## config.mk

```make
export PLATFORM = sky130hd
export DESIGN_NAME = pe_seq_ctrl_flat
export DESIGN_NICKNAME = d
export VERILOG_FILES = /design/src/rtl/pe_seq_ctrl_pkg.sv /design/src/rtl/pe_seq_ctrl_if.sv /design/src/rtl/pe_seq_ctrl_res_fifo.sv /design/src/rtl/pe_seq_ctrl.sv /design/src/flat_wrapper.sv
export SDC_FILE = /design/constraint.sdc
export NUM_CORES = 1
export LEC_CHECK = 0
export BUFFER_PORTS_ARGS = -buffer_cell sky130_fd_sc_hd__buf_2
export CAP_MARGIN = 20
export CORE_MARGIN = 2
export CORE_UTILIZATION = 63
export CTS_BUF_LIST = sky130_fd_sc_hd__clkbuf_8
export CTS_CLUSTER_DIAMETER = 50
export DETAILED_ROUTE_END_ITERATION = 6
export PLACE_DENSITY = 0.83
export SLEW_MARGIN = 40
export SYNTH_ARGS = -nofsm -noshare
export SYNTH_HDL_FRONTEND = slang
export SYNTH_HIERARCHICAL = 1
export SYNTH_SLANG_ARGS = --single-unit
```

## constraint.sdc

```tcl
create_clock -name clk -period 5 [get_ports clk]
set_clock_uncertainty 0.05 [all_clocks]
set_input_delay 0.25 -clock clk [delete_from_list [all_inputs] [get_ports clk]]
set_output_delay 0.25 -clock clk [all_outputs]
set_load 0.1 [all_outputs]
```

## src/rtl/pe_seq_ctrl_pkg.sv

```systemverilog
// pe_ctrl_pkg: shared types for the adder-tree PE sequencer.
//   state_t        - sequencer FSM states (IDLE/RUN/DRAIN)
//   PE_LAT_DEFAULT - default PE pipeline latency, accepting edge inclusive
//   tag_t          - per-beat tag carried alongside the PE pipeline
package pe_ctrl_pkg;

  typedef enum logic [1:0] {
    IDLE  = 2'd0,
    RUN   = 2'd1,
    DRAIN = 2'd2
  } state_t;

  localparam int PE_LAT_DEFAULT = 6;

  // fin: the beat closed a group; last: that group was the last of the job.
  typedef struct packed {
    logic fin;
    logic last;
  } tag_t;

endpackage

```

## src/rtl/pe_seq_ctrl_if.sv

```systemverilog
// pe_seq_ctrl_if: operand-beat handshake, PE control/sum and result stream.
//   src_valid/src_ready             - operand beat handshake from the feeders
//   pe_valid/pe_final/pe_acc_clr    - per-beat controls towards the PE
//   pe_sum                          - PE accumulator output
//   res_valid/res_ready/res_data/res_last - result stream to write-back
// slave: the sequencer's view; master: the surrounding environment's view.
interface pe_seq_ctrl_if #(
  parameter int OUT_BITS = 32
);
  logic                src_valid;
  logic                src_ready;
  logic                pe_valid;
  logic                pe_final;
  logic                pe_acc_clr;
  logic [OUT_BITS-1:0] pe_sum;
  logic                res_valid;
  logic                res_ready;
  logic [OUT_BITS-1:0] res_data;
  logic                res_last;

  modport master (
    output src_valid, pe_sum, res_ready,
    input  src_ready, pe_valid, pe_final, pe_acc_clr, res_valid, res_data, res_last
  );

  modport slave (
    input  src_valid, pe_sum, res_ready,
    output src_ready, pe_valid, pe_final, pe_acc_clr, res_valid, res_data, res_last
  );
endinterface

```

## src/rtl/pe_seq_ctrl_res_fifo.sv

```systemverilog
// res_fifo: synchronous first-word-fall-through FIFO with registered flags.
//   push/push_data - write (dropped only if full and not popping)
//   pop/pop_data   - head is valid whenever empty is low; pop consumes it
//   empty/full     - registered status flags
// Push and pop in the same cycle are both honoured, also when full.
module res_fifo #(
  parameter int WIDTH = 33,
  parameter int DEPTH = 8
) (
  input  logic             clk,
  input  logic             reset,
  input  logic             push,
  input  logic [WIDTH-1:0] push_data,
  input  logic             pop,
  output logic [WIDTH-1:0] pop_data,
  output logic             empty,
  output logic             full
);
  localparam int            AW       = $clog2(DEPTH);
  localparam logic [AW:0]   CNT_ONE  = (AW+1)'(1);
  localparam logic [AW:0]   FULL_CNT = (AW+1)'(DEPTH);
  localparam logic [AW-1:0] PTR_ONE  = AW'(1);

  logic [WIDTH-1:0] mem_r [DEPTH];
  logic [AW-1:0]    wr_ptr_r, rd_ptr_r;
  logic [AW:0]      cnt_r, cnt_nxt_s;
  logic             empty_r, full_r;
  logic             do_push_s, do_pop_s;

  assign do_pop_s  = pop & ~empty_r;
  assign do_push_s = push & (~full_r | do_pop_s);

  // Occupancy after this cycle's push/pop.
  always_comb begin
    cnt_nxt_s = cnt_r;
    case ({do_push_s, do_pop_s})
      2'b10:   cnt_nxt_s = cnt_r + CNT_ONE;
      2'b01:   cnt_nxt_s = cnt_r - CNT_ONE;
      default: cnt_nxt_s = cnt_r;
    endcase
  end

  // Pointers, occupancy and registered flags.
  always_ff @(posedge clk) begin
    if (reset) begin
      wr_ptr_r <= {AW{1'b0}};
      rd_ptr_r <= {AW{1'b0}};
      cnt_r    <= {(AW+1){1'b0}};
      empty_r  <= 1'b1;
      full_r   <= 1'b0;
    end else begin
      if (do_push_s) wr_ptr_r <= wr_ptr_r + PTR_ONE;
      if (do_pop_s)  rd_ptr_r <= rd_ptr_r + PTR_ONE;
      cnt_r   <= cnt_nxt_s;
      empty_r <= (cnt_nxt_s == {(AW+1){1'b0}});
      full_r  <= (cnt_nxt_s == FULL_CNT);
    end
  end

  // Storage array; contents need no reset because the head is masked while empty.
  always_ff @(posedge clk) begin
    if (do_push_s) mem_r[wr_ptr_r] <= push_data;
  end

  assign pop_data = empty_r ? {WIDTH{1'b0}} : mem_r[rd_ptr_r];
  assign empty    = empty_r;
  assign full     = full_r;
endmodule

```

## src/rtl/pe_seq_ctrl.sv

```systemverilog
// pe_seq_ctrl: sequencer for one 8-lane adder-tree PE.
//   clk, reset            - clock, synchronous active-high reset
//   start, cfg_rounds/cfg_groups - job launch; rounds = beats per word (0 -> 1)
//   busy, done            - job in progress / one-cycle completion pulse
//   bus (slave)           - beat handshake, PE controls, PE sum, result stream
// Finished groups are tagged through a PE_LAT-deep delay line that mirrors the
// PE pipeline; when a tag falls out, pe_sum is captured into the result FIFO.
// A credit counter reserves a FIFO slot per final beat, so the FIFO cannot overflow.
module pe_seq_ctrl
  import pe_ctrl_pkg::*;
#(
  parameter int OUT_BITS  = 32,
  parameter int CNT_BITS  = 16,
  parameter int PE_LAT    = PE_LAT_DEFAULT,
  parameter int RES_DEPTH = 8
) (
  input  logic                clk,
  input  logic                reset,
  input  logic                start,
  input  logic [CNT_BITS-1:0] cfg_rounds,
  input  logic [CNT_BITS-1:0] cfg_groups,
  output logic                busy,
  output logic                done,
  pe_seq_ctrl_if.slave        bus
);
  localparam int                 CR_BITS     = $clog2(RES_DEPTH) + 1;
  localparam logic [CR_BITS-1:0] CREDIT_INIT = CR_BITS'(RES_DEPTH);
  localparam logic [CR_BITS-1:0] CR_ONE      = CR_BITS'(1);
  localparam logic [CNT_BITS-1:0] CNT_ZERO   = {CNT_BITS{1'b0}};
  localparam logic [CNT_BITS-1:0] CNT_ONE    = CNT_BITS'(1);

  state_t              state_r, state_nxt_s;
  logic [CNT_BITS-1:0] rounds_r, groups_r, beat_cnt_r, grp_cnt_r;
  logic [CR_BITS-1:0]  credit_r;
  tag_t                tag_r [PE_LAT];
  logic                done_r, done_nxt_s, load_s;
  logic                final_beat_s, last_grp_s, accept_s, acc_final_s;
  logic                pop_s, push_s, res_empty_s, res_full_s;
  logic [OUT_BITS:0]   fifo_dout_s;

  // A final beat needs a reserved result slot; other beats never wait.
  assign final_beat_s   = (beat_cnt_r == rounds_r - CNT_ONE);
  assign last_grp_s     = (grp_cnt_r == groups_r - CNT_ONE);
  assign bus.src_ready  = (state_r == RUN) & (~final_beat_s | (credit_r != {CR_BITS{1'b0}}));
  assign accept_s       = bus.src_valid & bus.src_ready;
  assign acc_final_s    = accept_s & final_beat_s;
  assign bus.pe_valid   = accept_s;
  assign bus.pe_final   = acc_final_s;
  assign bus.pe_acc_clr = accept_s & (beat_cnt_r == CNT_ZERO);
  assign pop_s          = bus.res_valid & bus.res_ready;
  assign busy           = (state_r != IDLE);
  assign done           = done_r;

  // Next-state, job load and completion decode.
  always_comb begin
    state_nxt_s = state_r;
    done_nxt_s  = 1'b0;
    load_s      = 1'b0;
    case (state_r)
      IDLE: begin
        if (start) begin
          if (cfg_groups != CNT_ZERO) begin
            state_nxt_s = RUN;
            load_s      = 1'b1;
          end else begin
            done_nxt_s  = 1'b1;
          end
        end else begin
          state_nxt_s = IDLE;
        end
      end
      RUN: begin
        if (acc_final_s && last_grp_s) state_nxt_s = DRAIN;
        else                           state_nxt_s = RUN;
      end
      DRAIN: begin
        if (pop_s && bus.res_last) begin
          state_nxt_s = IDLE;
          done_nxt_s  = 1'b1;
        end else begin
          state_nxt_s = DRAIN;
        end
      end
      default: state_nxt_s = IDLE;
    endcase
  end

  // State register and registered done pulse.
  always_ff @(posedge clk) begin
    if (reset) begin
      state_r <= IDLE;
      done_r  <= 1'b0;
    end else begin
      state_r <= state_nxt_s;
      done_r  <= done_nxt_s;
    end
  end

  // Job configuration latch and beat/group counters.
  always_ff @(posedge clk) begin
    if (reset) begin
      rounds_r   <= CNT_ONE;
      groups_r   <= CNT_ONE;
      beat_cnt_r <= CNT_ZERO;
      grp_cnt_r  <= CNT_ZERO;
    end else if (load_s) begin
      rounds_r   <= (cfg_rounds == CNT_ZERO) ? CNT_ONE : cfg_rounds;
      groups_r   <= cfg_groups;
      beat_cnt_r <= CNT_ZERO;
      grp_cnt_r  <= CNT_ZERO;
    end else if (accept_s) begin
      if (final_beat_s) begin
        beat_cnt_r <= CNT_ZERO;
        grp_cnt_r  <= grp_cnt_r + CNT_ONE;
      end else begin
        beat_cnt_r <= beat_cnt_r + CNT_ONE;
      end
    end
  end

  // Result-slot credit: taken by a final beat, returned by a result handshake.
  always_ff @(posedge clk) begin
    if (reset) begin
      credit_r <= CREDIT_INIT;
    end else begin
      case ({acc_final_s, pop_s})
        2'b10:   credit_r <= credit_r - CR_ONE;
        2'b01:   credit_r <= credit_r + CR_ONE;
        default: credit_r <= credit_r;
      endcase
    end
  end

  // Tag delay line aligned with the PE pipeline; bubbles shift in as zeros.
  always_ff @(posedge clk) begin
    if (reset) begin
      for (int i = 0; i < PE_LAT; i++) tag_r[i] <= '{fin: 1'b0, last: 1'b0};
    end else begin
      tag_r[0] <= '{fin: acc_final_s, last: acc_final_s & last_grp_s};
      for (int i = 1; i < PE_LAT; i++) tag_r[i] <= tag_r[i-1];
    end
  end

  // Credit already guarantees space; the full check is a second line of defence.
  assign push_s = tag_r[PE_LAT-1].fin & (~res_full_s | pop_s);

  res_fifo #(
    .WIDTH (OUT_BITS + 1),
    .DEPTH (RES_DEPTH)
  ) u_res_fifo (
    .clk       (clk),
    .reset     (reset),
    .push      (push_s),
    .push_data ({tag_r[PE_LAT-1].last, bus.pe_sum}),
    .pop       (pop_s),
    .pop_data  (fifo_dout_s),
    .empty     (res_empty_s),
    .full      (res_full_s)
  );

  assign bus.res_valid = ~res_empty_s;
  assign bus.res_data  = fifo_dout_s[OUT_BITS-1:0];
  assign bus.res_last  = fifo_dout_s[OUT_BITS];
endmodule
```

## src/flat_wrapper.sv

```systemverilog
// flat-port wrapper written by rule: the top's interface ports become plain ports
module pe_seq_ctrl_flat import pe_ctrl_pkg::*;
#(
  parameter int OUT_BITS  = 32,
  parameter int CNT_BITS  = 16,
  parameter int PE_LAT    = PE_LAT_DEFAULT,
  parameter int RES_DEPTH = 8
)
  (clk, reset, start, cfg_rounds, cfg_groups, busy, done, bus_src_valid, bus_pe_sum, bus_res_ready, bus_src_ready, bus_pe_valid, bus_pe_final, bus_pe_acc_clr, bus_res_valid, bus_res_data, bus_res_last);
  pe_seq_ctrl_if #(.OUT_BITS(OUT_BITS)) bus_i ();
  input  logic clk;
  input  logic reset;
  input  logic start;
  input  logic [CNT_BITS-1:0] cfg_rounds;
  input  logic [CNT_BITS-1:0] cfg_groups;
  output logic busy;
  output logic done;
  input wire logic [$bits(bus_i.src_valid)-1:0] bus_src_valid;
  input wire logic [$bits(bus_i.pe_sum)-1:0] bus_pe_sum;
  input wire logic [$bits(bus_i.res_ready)-1:0] bus_res_ready;
  output wire logic [$bits(bus_i.src_ready)-1:0] bus_src_ready;
  output wire logic [$bits(bus_i.pe_valid)-1:0] bus_pe_valid;
  output wire logic [$bits(bus_i.pe_final)-1:0] bus_pe_final;
  output wire logic [$bits(bus_i.pe_acc_clr)-1:0] bus_pe_acc_clr;
  output wire logic [$bits(bus_i.res_valid)-1:0] bus_res_valid;
  output wire logic [$bits(bus_i.res_data)-1:0] bus_res_data;
  output wire logic [$bits(bus_i.res_last)-1:0] bus_res_last;
  assign bus_i.src_valid = bus_src_valid;
  assign bus_i.pe_sum = bus_pe_sum;
  assign bus_i.res_ready = bus_res_ready;
  assign bus_src_ready = bus_i.src_ready;
  assign bus_pe_valid = bus_i.pe_valid;
  assign bus_pe_final = bus_i.pe_final;
  assign bus_pe_acc_clr = bus_i.pe_acc_clr;
  assign bus_res_valid = bus_i.res_valid;
  assign bus_res_data = bus_i.res_data;
  assign bus_res_last = bus_i.res_last;
  pe_seq_ctrl #(.OUT_BITS(OUT_BITS), .CNT_BITS(CNT_BITS), .PE_LAT(PE_LAT), .RES_DEPTH(RES_DEPTH)) u_core (.clk(clk), .reset(reset), .start(start), .cfg_rounds(cfg_rounds), .cfg_groups(cfg_groups), .busy(busy), .done(done), .bus(bus_i));
endmodule
```

* Yosys cells after proc, flatten, opt, wreduce, memory -nomap -nowiden
Memory sizes are Yosys's and may differ from the RTL's. A register that Yosys moved wholly into a read port is not among the register bits.
Index checks and enable logic that the tools add are counted.
** Storage, ports and cells
- Bits in registers :: 83
- Memory bits (writable) :: 276
- Input bits :: 69
- Output and inout port bits :: 40
- Word-level logic and storage cells :: 97
- Memories kept :: 2
** Memory list
- u_core.u_res_fifo.mem_r :: depth 8, bits a word 33, read ports 1, clocked after Yosys merged registers in 1, write ports 1, line pe_seq_ctrl_res_fifo.sv:24 : logic [WIDTH-1:0] mem_r [DEPTH];
- u_core.tag_r :: depth 6, bits a word 2, read ports 6, clocked after Yosys merged registers in 0, write ports 6, line pe_seq_ctrl.sv:35 : tag_t tag_r [PE_LAT];
** Cells by class
- Add/subtract/negate cells :: 10
- Equal/unequal tests :: 10
- Mux-type cells :: 30
- Bitwise logic cells :: 21
- Reduce and logical (&&, ||, !) cells :: 12
** Operators by type and width (number)
- 33-bit 2-to-1 mux :: 1
- 16-bit by 1-bit adder with 16-bit output, second input constant :: 2
- 16-bit equality test :: 2
- 16-bit logical NOT :: 2
- 16-bit 2-to-1 mux :: 2
- 16-bit by 1-bit subtractor with 16-bit output, second input constant :: 2
- 2-bit 2-to-1 mux :: 10
- 4-bit one-hot mux with 2 select lines :: 2
- 16-bit nonzero test :: 1
- 1-bit 2-to-1 mux :: 11
- 1-bit bitwise AND :: 9
- 1-bit bitwise OR :: 9
- 4-bit by 1-bit adder with 4-bit output, second input constant :: 2
- 4-bit by 1-bit subtractor with 4-bit output, second input constant :: 2
- 3-bit by 1-bit adder with 3-bit output, second input constant :: 2
- 2-bit by 1-bit equality test with 1-bit output, second input constant :: 3
- 2-bit equality test, second input constant :: 3
- 3-bit 2-to-1 mux :: 2
- 2-bit one-hot mux with 3 select lines :: 1
- 4-bit equality test, second input constant :: 1
- 4-bit logical NOT :: 1
- 2-bit nonzero test :: 2
- 4-bit nonzero test :: 1
- 3-bit by 2-bit != test with 1-bit output, second input constant :: 1
- other kinds (6) :: 9

* Depth between registers and ports, before layout
Gate-level depths: netlist (run 1).
- Depth in word-level cells :: 10
- Depth in mapped cells :: 18
- Depth with buffers taken out :: 16

* By module
The synthesis (run 1) kept the hierarchy.
** By module, submodules not included
- res_fifo :: times used 1, cells an instance 499, area each 10715.3 um^2, seq. area each 8227.9 um^2
- pe_seq_ctrl :: times used 1, cells an instance 594, area each 4719.5 um^2, seq. area each 1661.6 um^2

* Worst setup path after synthesis (run 1)
OpenSTA, ideal clock, no wires.
- Path kind :: register -> output
- From :: register u_core.rounds_r[0]
- To :: output port bus_pe_acc_clr
- Arrival time :: 5390 ps
- Data required time :: 4700 ps
- Path slack :: -690 ps
- Cell stages (with the launch flop) :: 15
- Path buffers :: 5
- Cell sequence :: dfxtp_1 clkbuf_1 inv_1 ha_1 buf_2 or4b_1 nor4_2 xnor2_1 o21a_1 a211oi_1 and3_1 buf_2 buf_6 clkbuf_1 nor4_1
** On the way
- Longest elaborated chain between the ends :: 7
** Ends and longest elaborated chain
- start: declaration :: line pe_seq_ctrl.sv:33 : logic [CNT_BITS-1:0] rounds_r, groups_r, beat_cnt_r, grp_cnt_r;
- start signal: assignment :: line pe_seq_ctrl.sv:107 : rounds_r <= (cfg_rounds == CNT_ZERO) ? CNT_ONE : cfg_rounds;
- 16-bit by 1-bit subtractor with 16-bit output :: line pe_seq_ctrl.sv:42 : assign final_beat_s = (beat_cnt_r == rounds_r - CNT_ONE);
- 16-bit equality test :: line pe_seq_ctrl.sv:42
- 1-bit NOT :: line pe_seq_ctrl.sv:44 : assign bus.src_ready = (state_r == RUN) & (~final_beat_s | (credit_r != {CR_BITS{1'b0}}));
- 1-bit bitwise OR :: line pe_seq_ctrl.sv:44
- 1-bit bitwise AND :: line pe_seq_ctrl.sv:44
- 1-bit bitwise AND :: line pe_seq_ctrl.sv:45 : assign accept_s = bus.src_valid & bus.src_ready;
- 1-bit bitwise AND :: line pe_seq_ctrl.sv:49 : assign bus.pe_acc_clr = accept_s & (beat_cnt_r == CNT_ZERO);
- end: declaration :: line flat_wrapper.sv:24 : output wire logic [$bits(bus_i.pe_acc_clr)-1:0] bus_pe_acc_clr;
No other way between the ends.

* Worst setup path after layout (run 1)
Ends and elaborated chain as after synthesis.

==> impl_metrics.py, run 1 <==
metrics = {
    "worst_setup_path": {
        "crit_path_dat_ps": 4000,
        "rrSetupSlack_ps": 720,
        "crit_required_ps": 4700,
        "startpoint_class_of_the_critical_path": "register",
        "critical_register_to_register_path_startpoint": "u_core/rounds_r[0]",
        "timing.critical_path.fanout_max": 20,
        "launching_instance_or_port_of_the_critical_path": "u_core/rounds_r[0]",
        "setup.worst_path.end_class": "primary output",
        "path_class": "reg -> out",
    },
    "die": {
        "die_width_um": 160.5,
        "floorplan.initialDensity_pct": 63.84,
        "placeableCoreArea_mm2": 0.02418,
        "die_h_um": 160.5,
        "die_area_mm2": 0.02577,
        "ports_placed_on_the_boundary": 109,
        "placement_rows": 57,
    },
    "synthesis": {
        "synthCells": 1093,
        "ys_dominant_reg_cell": "edfxtp_1",
        "synth_warnings": 6,
        "synth.ff_latch_count": 362,
        "post_synthesis_mean_instance_area_um2": 14.12,
        "area_of_the_mapped_netlist_mm2": 0.01543,
        "synth_cell_type_count": 64,
        "synthesis.nets": 1176,
        "synth_sequential_area_ratio_pct": 64.07,
        "synth_edf_count": 264,
        "async_flop_share_pct": 0,
    },
    "clock_tree": {
        "clk_pin_slew_worst_paths_ps": 60,
        "tritoncts.num_buffers": 53,
        "clockRootBuffer": "clkbuf_8",
        "ctsLongestPathBuffers": 3,
        "clock_insertion_delay_worst_skew_ps": 600,
        "tritoncts_clock_tree": "done",
        "htree_num_levels": 2,
        "cts_sinks": 362,
    },
    "timing": {
        "maxSlewViolCount": 0,
        "rsz_0062_raised_after_global_routing": "no",
        "timing_hold_violations_final": 0,
        "final.setup.worst_slack_ps": 697.6,
        "period_share_pct": 86.05,
        "finalSetupViolCount": 0,
        "post-route-min-period_ps": 4302,
        "setup_tns_ps": 0,
        "worst-slew-pin-transition_ps": 834.9,
        "clock.fmax_ghz": 0.2324,
        "final.hold.worst_slack_ps": 240.6,
        "slew_headroom_pct": 44.21,
    },
    "status": {
        "run_status": "completed",
    },
    "final_layout": {
        "layout.area.seq_mm2": 0.009896,
        "fin_nets": 1359,
        "layout_common_cells": "edfxtp_1 (264), buf_2 (108), dfxtp_1 (95)",
        "drive_above_1_share_pct": 22.06,
        "layout.cells.most_common": "edfxtp_1",
        "filler_cell_count": 1436,
        "multiInputGateArea_mm2": 0.005201,
        "area_delta_synth_final_pct": 16.87,
    },
    "power": {
        "power_density_mw_per_mm2": 331.4,
        "power.static_leakage_nw": 6.129,
        "max-vdd-ir-drop_uv": 237.7,
    },
    "global_routing": {
        "globalRouteOverflowTotal": 0,
        "first_global_vias": 10194,
        "grt_start_max_net_pins": 63,
        "wire_length_of_the_first_global_routing_pass_mm": 54.61,
        "grt_use_total_pct": 27.51,
        "number_of_antenna_violations_at_the_first_check_in_global_routing": 3,
    },
    "placed_design": {
        "pre_cts_slack_ps": 774.4,
        "dpl.hpwl_mm": 19.94,
        "port_buffers": 108,
        "place.gp.congestion": 0.8806,
    },
    "detailed_routing": {
        "drc_errors": 0,
        "first_iter_violations": 777,
        "total_iterations_of_the_first_detailed_routing_run": 6,
        "drt_wl_cell_um": 21.36,
        "avgViaCountPerCell": 6.043,
        "wirelength_mm": 35.15,
        "detailroute.via_count": 9946,
        "route.antenna.remaining_nets": 0,
    },
    "hold_path": {
        "hold_path_startpoint": "reset",
        "hold_path.class": "in -> reg",
    },
    "run": {
        "timing.max_cap.violations": 0,
    },
}
==> synth_stat cells (19+ instances only) <==
library cell    n  share of area, %
mux4_2         66               9.6
nor2_1         79               1.9
buf_2          19              0.62
edfxtp_1      264                51
a21oi_1        71               2.3
clkbuf_1       38              0.92
o31ai_1        22               1.1
dfxtp_1        98                13
or4_1          22               1.1
mux2i_1        43               2.8
xnor2_1        29               1.6
nand2_1        86               2.1
xor2_1         22               1.2
inv_1          21              0.51
==> through the flow <==
step / total power (W) / area [um2] / cells / util [%]
2_1_floorplan: 0.003473 / 15440 / 1093 / -
3_3_place_gp: 0.003549 / 16270 / 1480 / 67.31
3_5_place_dp: 0.003558 / 16270 / 1480 / 67.31
4_1_cts: 0.005985 / 18030 / 1643 / 74.57
5_1_grt: 0.006173 / 18040 / 1646 / 74.61
6_report: 0.005979 / 18040 / 1646 / 74.61
==> worst paths after layout <==
| path | endpoint | depth (start not counted) |
|---|---|---|
| min | u_core/u_res_fifo/wr_ptr_r[2] | 3 |
| max reg2reg | u_core/credit_r[3] | 15 |
| max | bus_pe_acc_clr | 10 |
| min reg2reg | u_core/tag_r[2][1] | 1 |
==> registers in the layout, indices dropped and copies added, names as in the netlist, named ones only <==
name,cells
u_core/u_res_fifo/wr_ptr_r,3
u_core/u_res_fifo/mem_r,264
u_core/beat_cnt_r,16
u_core/rounds_r,16
u_core/u_res_fifo/cnt_r,4
u_core/state_r,2
u_core/grp_cnt_r,16
u_core/u_res_fifo/full,1
u_core/u_res_fifo/rd_ptr_r,3
u_core/tag_r,12
u_core/done,1
u_core/u_res_fifo/empty,1
u_core/credit_r,4
u_core/groups_r,16
==> power by group <==
group          total (W)  internal (W)  switching, W
logic           0.000289      0.000125      0.000164
registers        0.00325       0.00323     0.0000251
clock network    0.00244       0.00131       0.00113
==> worst max-delay path, cell delays in order (launching register included) <==
cell and delay (ps):
dfxtp_1 380, inv_1 90, ha_1 360, nor4b_2 540
a21oi_1 180, a211o_1 290, a31oi_1 250, a211oi_1 80
and3_1 430, nor4_2 350, buf_2 470
==> what timing repair did <==
action,in CTS,in global routing
hold buffers,65,0
gates resized for setup,0,0
endpoints found under the hold margin,289,0
buffers inserted,0,0
==> kinds of logic (layout without fill, tap and decap cells) <==
family | Yosys count | in the layout | share of synthesized area, %
buffers and inverters | 87 | 313 | 2.635
and+or+nand+nor | 326 | 326 | 11.04
adders and majority gates | 14 | 14 | 1.184
DFF | 362 | 362 | 64.07
other | 0 | 3 | 0
xor gates and xnor gates | 51 | 51 | 2.894
muxes | 109 | 109 | 12.42
AOI/OAI and AO/OA | 144 | 144 | 5.756
==> layer usage <==
metal  wire, um  global-route usage [%]  vias up
met5          0                       0        -
met2      18530                   49.55      409
met3       2065                   4.390       73
met1      13610                   33.74     4912
li1           -                       -     4552
met4        954                   10.07        0
==> final cells by class <==
class                   instances  share of cell area [%]
well taps                     324                   2.247
flip-flops and latches        362                   54.86
inverters                      22                  0.4578
clock buffers                  56                   4.273
repair buffers                193                   7.436
diodes                          3                 0.04162
multi-input cells             644                   28.83
clock inverters                42                   1.852
(Power assumes the default switching activity.)
==> run 2: changes to the inputs <==
==> constraint.sdc (replaced) <==
create_clock -name clk -period 5 [get_ports clk]
set_clock_uncertainty 0.05 [all_clocks]
set_input_delay 0.75 -clock clk [delete_from_list [all_inputs] [get_ports clk]]
set_output_delay 0.75 -clock clk [all_outputs]
set_load 0.1 [all_outputs]
==> run 2 against run 1 <==
Net effect: cell count down 3.6%; wire length fell by 7.4%; clock power is 5% lower; power fell by 2.9%; setup slack worse by 300 ps; sequential power is essentially flat; critical path depth unchanged; non-clock buffer count shrank 61; largest power group unchanged; highest routed layer is now met5.
==> impl_metrics.py, run 2 (synthesis gave the netlist of run 1 again) <==
metrics = {
    "status": {
        "run_status": "completed",
    },
    "timing": {
        "maxSlewViolCount": 0,
        "worst-slew-pin-transition_ps": 854.9,
        "finalSetupViolCount": 0,
        "post-route-min-period_ps": 4601,
        "timing_hold_violations_final": 0,
        "clock.fmax_ghz": 0.2174,
        "period_share_pct": 92.02,
        "slew_headroom_pct": 43.01,
        "final.hold.worst_slack_ps": 369.1,
        "rsz_0062_raised_after_global_routing": "no",
    },
    "global_routing": {
        "grt_use_total_pct": 25.33,
        "first_global_vias": 9459,
        "wire_length_of_the_first_global_routing_pass_mm": 50.53,
        "number_of_antenna_violations_at_the_first_check_in_global_routing": 4,
        "grt_start_max_net_pins": 63,
        "globalRouteOverflowTotal": 0,
    },
    "power": {
        "max-vdd-ir-drop_uv": 211.9,
        "power_density_mw_per_mm2": 333.0,
        "power.static_leakage_nw": 5.912,
    },
    "final_layout": {
        "area_delta_synth_final_pct": 12.92,
        "drive_above_1_share_pct": 22.84,
        "layout.cells.most_common": "edfxtp_1",
        "final_core_util_pct": 72.09,
        "max_ffs_per_register": 264,
        "layout_common_cells": "edfxtp_1 (264), buf_2 (108), dfxtp_1 (95)",
        "fin_nets": 1300,
        "registers.top_by_ff_count": "u_core/u_res_fifo/mem_r",
    },
    "clock_tree": {
        "cts_sinks": 362,
        "clock_insertion_delay_worst_skew_ps": 590,
        "hold_buffers": 0,
        "postCtsSetupBuffers": 0,
        "clockRootBuffer": "clkbuf_8",
        "tritoncts_clock_tree": "done",
        "postCtsResizedCells": 0,
        "ctsLongestPathBuffers": 3,
        "tritoncts.num_buffers": 55,
        "clk_pin_slew_worst_paths_ps": 70,
        "htree_num_levels": 2,
    },
    "die": {
        "die_area_mm2": 0.02577,
        "placement_rows": 57,
        "die_h_um": 160.5,
        "floorplan.initialDensity_pct": 63.84,
        "placeableCoreArea_mm2": 0.02418,
        "die_width_um": 160.5,
        "ports_placed_on_the_boundary": 109,
    },
    "worst_setup_path": {
        "crit_path_dat_ps": 3800,
        "timing.critical_path.fanout_max": 11,
        "crit_required_ps": 4200,
        "setup.worst_path.end_class": "primary output",
        "startpoint_class_of_the_critical_path": "register",
        "path_class": "reg -> out",
    },
    "hold_path": {
        "hold_path.class": "in -> reg",
    },
    "placed_design": {
        "port_buffers": 108,
        "place.gp.congestion": 0.8539,
        "dpl.hpwl_mm": 20.09,
    },
    "run": {
        "timing.max_cap.violations": 0,
    },
    "detailed_routing": {
        "first_iter_violations": 820,
        "wirelength_mm": 32.55,
        "route.antenna.remaining_nets": 0,
        "detailroute.via_count": 9625,
        "drt_wl_cell_um": 20.51,
        "avgViaCountPerCell": 6.065,
        "total_iterations_of_the_first_detailed_routing_run": 5,
        "drc_errors": 0,
    },
}
run 2: cell types whose count changed in the layout (fill, tap and decap cells not counted), sizes merged:
cell | previous run | this run
dlygate4sd3 | 65 | 0
inv | 34 | 45
clkinv | 23 | 16
clkbuf | 56 | 61
buf | 128 | 131
bufinv | 5 | 2
clkinvlp | 2 | 0
diode | 3 | 2
run 2: area by class of cell:
class / count / area, um2
Multi-Input combinational cell: 644 / 5206
Fill cell: 1530 / 6748
Inverter: 22 / 82.58
Antenna cell: 2 / 5.005
Clock buffer: 60 / 825.8
Timing Repair Buffer: 132 / 763.2
Tap cell: 324 / 405.4
Sequential cell: 362 / 9898
Clock inverter: 41 / 242.7
run 2: critical path, cell delays in order, from the launching register on:
cell and delay, ps:
dfxtp_1 380, inv_1 90, ha_1 370, nor4b_2 530, a21oi_1 180, a211o_1 290
a31oi_1 260, a211oi_1 70, and3_1 300, nor4_2 280, buf_2 470
run 2: metrics by stage:
| step | setup TNS, ps | setup slack, ps | area, um2 | total power [W] | std cells |
|---|---|---|---|---|---|
| 2_1_floorplan | -30.29 | -30.29 | 15450 | 0.003473 | 1093 |
| 3_3_place_gp | 0 | 921.5 | 16310 | 0.003551 | 1482 |
| 3_5_place_dp | 0 | 754.5 | 16330 | 0.003558 | 1483 |
| 4_1_cts | 0 | 418.5 | 17400 | 0.005852 | 1584 |
| 5_1_grt | 0 | 167.7 | 17430 | 0.006001 | 1586 |
| 6_report | 0 | 399.2 | 17430 | 0.005804 | 1587 |
run 2: final timing paths:
check | endpoint | slack, ps | start | cells after the start
setup / recovery | bus_pe_acc_clr | 400 | u_core/rounds_r[0] | 10
hold / removal | u_core/u_res_fifo/mem_r[4][5] | 370 | bus_pe_sum[5] | 1
setup reg to reg | u_core/credit_r[3] | 730 | u_core/rounds_r[0] | 15
hold reg to reg | u_core/tag_r[1][1] | 380 | u_core/tag_r[0][1] | 1
run 2: report_power, final:
part,total (W),internal [W],switching (W)
Clock,0.00231,0.00121,0.00110
Combinational,0.000241,0.0000920,0.000149
Sequential,0.00325,0.00323,0.0000251
run 2: routing by layer:
layer | GRT usage (%) | share of wire [%]
met5 | 0 | 0.061
met4 | 8.108 | 2.1
met1 | 32.69 | 40
met2 | 44.08 | 51
met3 | 4.520 | 6.6
==> run 3: changes to the inputs <==
--- a/config.mk
+++ b/config.mk
@@ -7,12 +7,14 @@
 export LEC_CHECK = 0
 export BUFFER_PORTS_ARGS = -buffer_cell sky130_fd_sc_hd__buf_2
 export CAP_MARGIN = 20
+export CORE_ASPECT_RATIO = 2
 export CORE_MARGIN = 2
 export CORE_UTILIZATION = 63
 export CTS_BUF_LIST = sky130_fd_sc_hd__clkbuf_8
 export CTS_CLUSTER_DIAMETER = 50
 export DETAILED_ROUTE_END_ITERATION = 6
 export PLACE_DENSITY = 0.83
+export RECOVER_POWER = 25
 export SLEW_MARGIN = 40
 export SYNTH_ARGS = -nofsm -noshare
 export SYNTH_HDL_FRONTEND = slang
==> run 3 against run 2 <==
Net effect: hold slack improved by 5.1 ps; critical endpoint unchanged; maximum frequency rose by 0.66%; setup slack improved by 30 ps; power fell by 3.2%; combinational power barely moved; cell count fell by 3.4%; sequential power barely moved; clock power fell by 8%.
==> impl_metrics.py, run 3 (synthesis gave the netlist of run 1 again) <==
metrics = {
    "timing": {
        "period_share_pct": 91.41,
        "worst-slew-pin-transition_ps": 756.6,
        "maxSlewViolCount": 0,
        "post-route-min-period_ps": 4571,
        "finalSetupViolCount": 0,
        "timing_hold_violations_final": 0,
        "final.hold.worst_slack_ps": 374.2,
        "clock.fmax_ghz": 0.2188,
        "slew_headroom_pct": 49.56,
        "setup_tns_ps": 0,
        "rsz_0062_raised_after_global_routing": "no",
    },
    "die": {
        "floorplan.initialDensity_pct": 63.72,
        "die_h_um": 225.4,
        "die_area_mm2": 0.02584,
        "ports_placed_on_the_boundary": 109,
        "placement_rows": 81,
        "placeableCoreArea_mm2": 0.02422,
        "die_width_um": 114.7,
    },
    "power": {
        "power_density_mw_per_mm2": 327.9,
        "max-vdd-ir-drop_uv": 344.5,
        "power.static_leakage_nw": 5.731,
    },
    "clock_tree": {
        "htree_num_levels": 2,
        "tritoncts_clock_tree": "done",
        "clockRootBuffer": "clkbuf_8",
        "tritoncts.num_buffers": 47,
        "ctsLongestPathBuffers": 3,
        "cts_sinks": 362,
        "clock_insertion_delay_worst_skew_ps": 580,
        "postCtsSetupBuffers": 0,
        "clk_pin_slew_worst_paths_ps": 70,
    },
    "final_layout": {
        "final_core_util_pct": 70.77,
        "layout.cells.most_common": "edfxtp_1",
        "layout_common_cells": "edfxtp_1 (264), dfxtp_1 (95), nand2_1 (86)",
        "area_delta_synth_final_pct": 11.06,
        "stdcell_area_mm2": 0.01714,
        "antenna_cells": 0,
        "fin_nets": 1288,
        "max_ffs_per_register": 264,
        "drive_above_1_share_pct": 20.11,
        "layoutNonFillerInstCount": 1533,
        "registers.top_by_ff_count": "u_core/u_res_fifo/mem_r",
    },
    "detailed_routing": {
        "total_iterations_of_the_first_detailed_routing_run": 5,
        "route.antenna.remaining_nets": 0,
        "first_iter_violations": 770,
        "drc_errors": 0,
        "wirelength_mm": 31.94,
        "detailroute.via_count": 9647,
        "avgViaCountPerCell": 6.293,
        "drt_wl_cell_um": 20.84,
    },
    "hold_path": {
        "hold_path_startpoint": "cfg_rounds[13]",
        "hold_path.class": "in -> reg",
    },
    "worst_setup_path": {
        "setup.worst_path.end_class": "primary output",
        "startpoint_class_of_the_critical_path": "register",
        "crit_path_dat_ps": 3770,
        "worst_path_cell_trace": "inv_1 > ha_1 > nor4b_4 > a21oi_1 > a211o_1 > a31oi_1 > a211oi_1 > and3_1 > nor4_2 > buf_2",
        "path_class": "reg -> out",
        "max_stage_delay_ps": 460,
        "critPathBufInv": 2,
        "crit_required_ps": 4200,
        "worst_path_max_delay_cell": "buf_2",
        "worst_path_dominant_cell_family": "simple AND/OR/NAND/NOR gates",
        "launching_instance_or_port_of_the_critical_path": "u_core/rounds_r[0]",
        "timing.critical_path.fanout_max": 18,
        "critical_register_to_register_path_startpoint": "u_core/rounds_r[0]",
    },
    "global_routing": {
        "wire_length_of_the_first_global_routing_pass_mm": 50.11,
        "grt_start_max_net_pins": 63,
        "number_of_antenna_violations_at_the_first_check_in_global_routing": 1,
        "grt_use_total_pct": 25.07,
        "globalRouteOverflowTotal": 0,
        "first_global_vias": 9585,
    },
    "placed_design": {
        "placed_cells": 1446,
        "placed_cell_area_mm2": 0.01624,
        "port_buffers": 108,
        "dpl.hpwl_mm": 20.32,
        "place.gp.congestion": 0.8689,
    },
    "status": {
        "run_status": "completed",
    },
    "run": {
        "timing.max_cap.violations": 0,
    },
}
-- run 3: cell count changes in the layout (fill, tap and decap cells not counted), moves of 2 or more --
cell,delta
buf_12,-2
buf_2,-27
clkbuf_1,+27
clkbuf_8,-11
clkinv_1,-4
clkinv_2,+5
clkinv_4,-2
diode_2,-2
inv_1,-3
-- run 3: per-stage QoR --
stage	worst slack (ps)	power, W
floorplan	-30.29	0.003473
global placement	814.9	0.003549
detailed placement	688.7	0.003560
CTS	254.3	0.005672
global route	175.5	0.005805
finish	429.4	0.005620
-- run 3: where the power goes --
| group | switching (W) | internal [W] |
|---|---|---|
| Combinational | 0.000154 | 0.0000895 |
| Sequential | 0.0000261 | 0.00323 |
| Clock | 0.00105 | 0.00107 |
-- run 3: path summary, 6_finish.rpt --
check                        endpoint  slack, ps  cells after the start
setup / recovery       bus_pe_acc_clr        430                     10
setup reg to reg   u_core/credit_r[3]        820                     15
hold / removal    u_core/rounds_r[13]        370                      3
hold reg to reg    u_core/tag_r[2][1]        400                      1
-- run 3: area by class of cell --
| cell class | instances | area [um2] |
|---|---|---|
| well taps | 290 | 362.8 |
| inverters | 22 | 82.58 |
| fillers | 1601 | 7081 |
| clock buffers | 49 | 674.4 |
| repair buffers | 128 | 656.9 |
| clock inverters | 38 | 249.0 |
| multi-input cells | 644 | 5215 |
| flip-flops and latches | 362 | 9901 |
-- run 3: routing by layer --
layer  share of wire [%]  vias up  GRT usage, %
met1                  40     4803         32.69
met2                  51      360         42.43
met3                 6.4       71         4.599
met5               0.041        -             0
met4                 2.6        2         8.379
li1                    -     4411             -
-- run 3: what timing repair did --
| action | CTS | global route |
|---|---|---|
| setup endpoints to repair | 0 | 1 |
| gates resized for setup | 0 | 1 |
| hold endpoints to repair | 0 | 0 |
| hold buffers | 0 | 0 |
-- run 3: worst reg2reg max path: stages (launching register included) --
cell and delay (ps):
dfxtp_1 380, inv_1 90, ha_1 380, nor4b_4 440, nand4_1 170, o311a_1 330, a211o_1 280, nand4b_1 260
ha_1 290, inv_1 120, ha_1 250, a21o_1 170, a21oi_1 170, xnor2_1 90, o21ai_0 130, or3b_2 450
